File: config.mk
export PLATFORM = sky130hd
export DESIGN_NAME = checker_ctlif_block
export DESIGN_NICKNAME = d
export VERILOG_FILES = /design/src/rtl/checker_ctlif_block.sv
export SDC_FILE = /design/constraint.sdc
export NUM_CORES = 1
export LEC_CHECK = 0
export BUFFER_PORTS_ARGS = -buffer_cell sky130_fd_sc_hd__buf_2
export CAP_MARGIN = 5
export CORE_MARGIN = 2
export CORE_UTILIZATION = 50
export DETAILED_ROUTE_END_ITERATION = 8
export PLACE_DENSITY = 0.8
export SLEW_MARGIN = 10
export SYNTH_ARGS = -nofsm -noshare
export SYNTH_HDL_FRONTEND = slang
export SYNTH_SLANG_ARGS = --single-unit
File: constraint.sdc
create_clock -name sys_clk -period 1.6 [get_ports sys_clk]
set_input_delay 0.08 -clock sys_clk [delete_from_list [all_inputs] [get_ports sys_clk]]
set_output_delay 0.08 -clock sys_clk [all_outputs]
set_load 0.02 [all_outputs]
File: src/rtl/checker_ctlif_block.sv
// CSR control interface for the memory checker: address/mode/start registers,
// status readback and an end-of-check interrupt pulse.
module checker_ctlif_block #(
    parameter logic [3:0] csr_addr = 4'h0
) (
    input  logic        sys_clk,
    input  logic        sys_rst,
    input  logic [13:0] csr_a,
    input  logic        csr_we,
    input  logic [31:0] csr_di,
    output logic [31:0] csr_do,
    output logic        irq,
    output logic [1:0]  cmode,
    output logic        cstart,
    output logic [63:0] caddr,
    input  logic        cend,
    input  logic [7:0]  cctrl
);

    localparam int unsigned DATA_W = 32;
    localparam int unsigned OFF_W  = 10;
    localparam int unsigned BANK_W = 4;

    localparam logic [OFF_W-1:0] OFF_CTRL    = OFF_W'(0);
    localparam logic [OFF_W-1:0] OFF_ADDR_LO = OFF_W'(1);
    localparam logic [OFF_W-1:0] OFF_ADDR_HI = OFF_W'(2);

    logic [DATA_W-1:0] addr_lo;
    logic [DATA_W-1:0] addr_hi;
    logic              irq_en;
    logic [1:0]        mode;
    logic              start;

    logic              csr_sel_c;
    logic [OFF_W-1:0]  csr_off_c;
    logic              ctrl_wr_c;
    logic              cend_hit_c;
    logic [DATA_W-1:0] rd_data_c;

    assign csr_sel_c  = (csr_a[13:13-BANK_W+1] == csr_addr);
    assign csr_off_c  = csr_a[OFF_W-1:0];
    assign ctrl_wr_c  = csr_sel_c && csr_we && (csr_off_c == OFF_CTRL);
    // cend only counts while a check is actually running
    assign cend_hit_c = cend && start;

    // Read mux over the pre-write register state
    always_comb begin
        rd_data_c = '0;
        case (csr_off_c)
            OFF_CTRL:    rd_data_c = {16'h0000, cctrl, 4'h0, start, mode, irq_en};
            OFF_ADDR_LO: rd_data_c = addr_lo;
            OFF_ADDR_HI: rd_data_c = addr_hi;
            default:     rd_data_c = '0;
        endcase
    end

    always_ff @(posedge sys_clk) begin
        if (sys_rst) begin
            addr_lo <= '0;
            addr_hi <= '0;
            irq_en  <= 1'b0;
            mode    <= 2'b00;
            start   <= 1'b0;
            irq     <= 1'b0;
            csr_do  <= '0;
        end else begin
            csr_do <= csr_sel_c ? rd_data_c : '0;
            // irq uses the pre-write irq_en so a same-cycle write cannot cancel it
            irq    <= cend_hit_c && irq_en;

            if (cend_hit_c) begin
                start <= 1'b0;
            end

            if (csr_sel_c && csr_we) begin
                case (csr_off_c)
                    OFF_CTRL: begin
                        irq_en <= csr_di[0];
                        mode   <= csr_di[2:1];
                        start  <= csr_di[3];
                    end
                    OFF_ADDR_LO: addr_lo <= csr_di;
                    OFF_ADDR_HI: addr_hi <= csr_di;
                    default: ;
                endcase
            end
        end
    end

    assign cmode  = mode;
    assign cstart = start;
    assign caddr  = {addr_hi, addr_lo};

endmodule

Word-level counts from Yosys, hierarchy flattened
Index checks and enable logic that the tools add are counted.
{"block": "totals", "ff_bits": 101, "latch_bits": 0, "ram_bits": 0, "rom_bits": 0, "input_bits": 58, "out_inout_bits": 100, "elab_cells": 23, "memories": 0}
{"block": "classes", "add_sub_neg": 0, "mul": 0, "div": 0, "order_cmp": 0, "eq_ne": 2, "shift": 0, "muxes": 4, "bitwise_logic": 1, "reduce_logical": 9}
{"operator": "one-hot mux 32 bit (3 select lines)", "n": 1}
{"operator": "equality test 10 x 1 -> 1 bit, second input constant", "n": 1}
{"operator": "equality test 10 x 2 -> 1 bit, second input constant", "n": 1}
{"operator": "logical NOT 10 bit", "n": 1}
{"operator": "AND reduction 2 bit", "n": 3}
{"operator": "logical NOT 4 bit", "n": 1}
{"operator": "logical AND 1 bit", "n": 3}
{"operator": "2-to-1 mux 1 bit", "n": 3}
{"operator": "OR reduction 2 bit", "n": 1}
{"operator": "NOT 1 bit", "n": 1}

Depth between registers and ports, before layout
{"block": "depth", "ltp_word": 4, "depth_mapped": 6, "mapped_depth_nobuf": 3}

Least setup slack after synthesis
Ideal clock, no wire load.
{"block": "synth_path", "path_kind": "input -> register", "from": "in csr_a[9]", "to": "reg addr_lo[1]", "setup_ps": 72, "arrival_ps": 1129, "slack_ps": 400, "cell_stages": 5, "n_path_buf": 2, "cell_sequence": "nor4_4 and4_1 buf_2 buf_6 mux2i_1"}
{"block": "synth_via", "elab_chain_len": 2}
{"item": "start: declaration", "line_no": "8", "rtl": "input logic [13:0] csr_a,"}
{"item": "equality test 10 x 1 -> 1 bit", "line_no": "76", "rtl": "case (csr_off_c)"}
{"item": "AND reduction 2 bit (no source line)"}
{"item": "end signal: assignment", "line_no": "82", "rtl": "OFF_ADDR_LO: addr_lo <= csr_di;"}
{"item": "end: declaration", "line_no": "28", "rtl": "logic [DATA_W-1:0] addr_lo;"}
No other way between the ends.
A chain may end at the register's enable or synchronous reset.

Final worst setup path
{"block": "layout_path", "from": "in csr_a[9]", "to": "reg csr_do[25]"}
{"block": "layout_via", "elab_chain_len": 2, "elab_cells_between_ends": 4, "classes_between": "2 x eq/ne; 1 x mux; 1 x reduce/logical"}
{"item": "equality test 10 x 2 -> 1 bit (tied with other cells)", "line_no": "49", "rtl": "case (csr_off_c)"}
{"item": "one-hot mux 32 bit (3 select lines) *", "line_no": "49"}
{"item": "end signal: assignment", "line_no": "67", "rtl": "csr_do <= csr_sel_c ? rd_data_c : '0;"}
{"item": "end: declaration", "line_no": "11", "rtl": "output logic [31:0] csr_do,"}
Mark *: on every way between the ends. The rest lies on a longest branch, timed or not.

==> impl_metrics.yaml <==
status:
  status: "completed"
timing:
  worst_pin_slew_ps: 423
  maxSlewViolCount: 0
  fin_crit_sh_pct: 75.6
  slew_headroom_pct: 71.6
  hold_viol: 0
  finalSetupViolations: 0
  rsz0062_at_grt: "no"
  setup_tns_ps: 0
  finalClockSkew_ps: 11.1
  fmax_ghz: 0.826
  period_minus_slack_ps: 1210
  hold_slack_ps: 13.8
floorplan:
  ioPinCount: 158
  die_w_um: 98.0
  die_y_um: 98.0
  die-area_mm2: 0.00960
  core_mm2: 0.00864
  floorplan.initialDensity_pct: 51.1
  num_rows: 34
drt:
  drt-pass1-iter-count: 5
  drt-initial-drc-count: 142
  routed_wl_um: 11600
  ant_nets: 0
  drc: 0
  vias: 3905
  wl_per_cell_um: 16.6
  vias_per_cell: 5.59
cells_and_area:
  n_fill_cell: 730
  n_antenna_cell: 0
  area_growth_syn_to_layout_pct: 26.6
  final_nets: 644
  drive_above_1_share_pct: 35.8
yosys:
  syn_nets: 492
  syn_avg_cell_area_um2: 10.2
  ys_warn_count: 0
  ys_ff_latch: 101
  syn_inst: 434
  synth_flop_cell: "dfxtp_1"
  synth_area_mm2: 0.00442
  synth_common_cells: "dfxtp_1, nand2b_1, mux2i_1"
  synth_top_area_share_pct: 45.8
  synth_area_leaders: "dfxtp_1, mux2i_1, nand2b_1"
  yosysSeqAreaShare_pct: 45.8
  synth.most_common_cell: "dfxtp_1"
  yosysTopAreaCell: "dfxtp_1"
  synthArstFlopShare_pct: 0
  netlist-cell-type-count: 18
  synth-edff-count: 0
worst_setup_path:
  critPathKind: "in -> reg"
  reg2regPathDepth: 2
  rr_startpoint: "cstart$_SDFF_PP0_"
  path_buf_inv: 2
  cp-end-kind: "flop"
  max_stage_delay_ps: 450
  cp_top_family: "simple AND/OR/NAND/NOR gates"
  worst-path-max-fanout: 38
  r2r_end: "cstart$_SDFF_PP0_"
  cp.arrival_ps: 1490
  cp.required_ps: 1880
  cp-start-kind: "input port"
  cp_slowest_cell: "nor4_4"
  startpoint: "csr_a[9]"
  r2r_setup_slack_ps: 570
  cp_cell_sequence: "buf_2, nor4_4, buf_4, nand4_1, a21oi_1"
global_route:
  gr-total-overflow: 0
  grt_pass1_wl_um: 18500
  grt_max_degree: 50
  grt_pass1_vias: 3676
  grt_antenna_before_repair: 0
  grt_usage_pct: 23.6
power:
  powerDensity_mw_per_mm2: 798
  leakagePower_nw: 2.54
  peakVddDrop_mv: 0.502
clock_tree:
  cts_tree: "yes"
  ctsLongestPathBuffers: 2
  clk_latency_ps: 360
  htree_num_levels: 3
  cts.sink_count: 101
  cts_repair_resize_count: 0
  cts-root-buf: "clkbuf_8"
  cts_setup_buffers: 0
  cts.clk_slew.worst_paths_ps: 100
  numCtsBuffers: 9
  postCtsHoldBufs: 8
worst_hold_path:
  holdPathStages: 3
  hold_end: "addr_lo[29]$_SDFFE_PP0P_"
  hold_path.startpoint: "csr_di[29]"
  hold_class: "in -> reg"
placement:
  globalplace.congestion: 0.764
  hpwl_um: 8060
  portBuffers: 157
flow_run:
  cap_violations: 0
## worst max path at each step
stage,to,slack [ps],depth (start not counted)
floorplan,addr_lo[1]$_SDFFE_PP0P_,400,5
global placement,addr_lo[19]$_SDFFE_PP0P_,160,5
detailed placement,addr_lo[20]$_SDFFE_PP0P_,70,5
CTS,csr_do[25]$_SDFF_PP0_,430,5
global route,csr_do[25]$_SDFF_PP0_,330,5
finish,csr_do[25]$_SDFF_PP0_,390,5
## sequential cells by signal, summed over array words and instances (netlist names)
signal   count
addr_hi     32
addr_lo     32
cmode        2
csr_do      32
cstart       1
irq          1
irq_en       1
## tightest hold or removal path, delay by kind of cell
kind	cells	cell delay (ps)
mux	1	70
simple gates	1	70
buf+inv	1	100
## logic make-up after synthesis
logic type | synth area share, %
AOI/OAI and AO/OA | 3.74
buffers and inverters | 4.73
and+or+nand+nor | 27.3
DFF | 45.8
muxes | 18.5
## layout make-up
type	count	area, um^2	share of cell area [%]
Timing Repair Buffer	184	1050	18.7
Tap cell	108	135	2.42
Clock inverter	6	72.6	1.30
Sequential cell	101	2020	36.2
Multi-Input combinational cell	290	2190	39.2
Clock buffer	9	124	2.22
## placed cells by master (no fill, tap or decap)
cell type / netlist / final
dfxtp_1: 101 / 101
dlygate4sd3_1: 0 / 8
buf_12: 0 / 3
and4_2: 0 / 1
nand4b_1: 12 / 12
buf_2: 20 / 157
nor4_4: 3 / 3
and4b_1: 1 / 1
inv_8: 0 / 1
nand4_2: 1 / 1
and3b_1: 2 / 2
mux2_2: 12 / 12
nand4_1: 54 / 54
clkinvlp_4: 0 / 3
or3b_2: 1 / 1
nand2b_1: 99 / 99
clkbuf_8: 0 / 9
buf_4: 0 / 16
bufinv_16: 0 / 1
nor2b_2: 0 / 2
mux2i_1: 68 / 68
a21oi_1: 33 / 33
nor3b_1: 1 / 1
inv_6: 0 / 1
## power breakdown
group | switching [W] | total [W] | internal [W]
registers | 0.0000000417 | 0.00251 | 0.00251
logic | 0.000159 | 0.000312 | 0.000153
clock network | 0.000903 | 0.00163 | 0.000731
total | 0.00106 | 0.00446 | 0.00340
## layer usage
layer | GRT usage, % | part of all wire [%] | wire length [um] | up-vias
li1 | - | - | - | 1846
met1 | 29.9 | 42 | 4890 | 1871
met2 | 40.6 | 50 | 5760 | 177
met3 | 4.94 | 7.3 | 845 | 11
met4 | 6.94 | 1.1 | 123 | 0
met5 | 0 | 0 | 0 | -
## per-stage QoR
step	area, um^2	utilization [%]	total power (W)	setup slack [ps]	instances
final	5590	64.7	0.00446	390	698
after global routing	5590	64.7	0.00461	334	698
after CTS	5590	64.7	0.00449	426	698
after detailed placement	5310	61.5	0.00286	68.4	675
after global placement	5310	61.5	0.00286	162	675
after floorplan	4420	-	0.00273	400	434
Note: power is estimated with default switching activity, not from simulation.
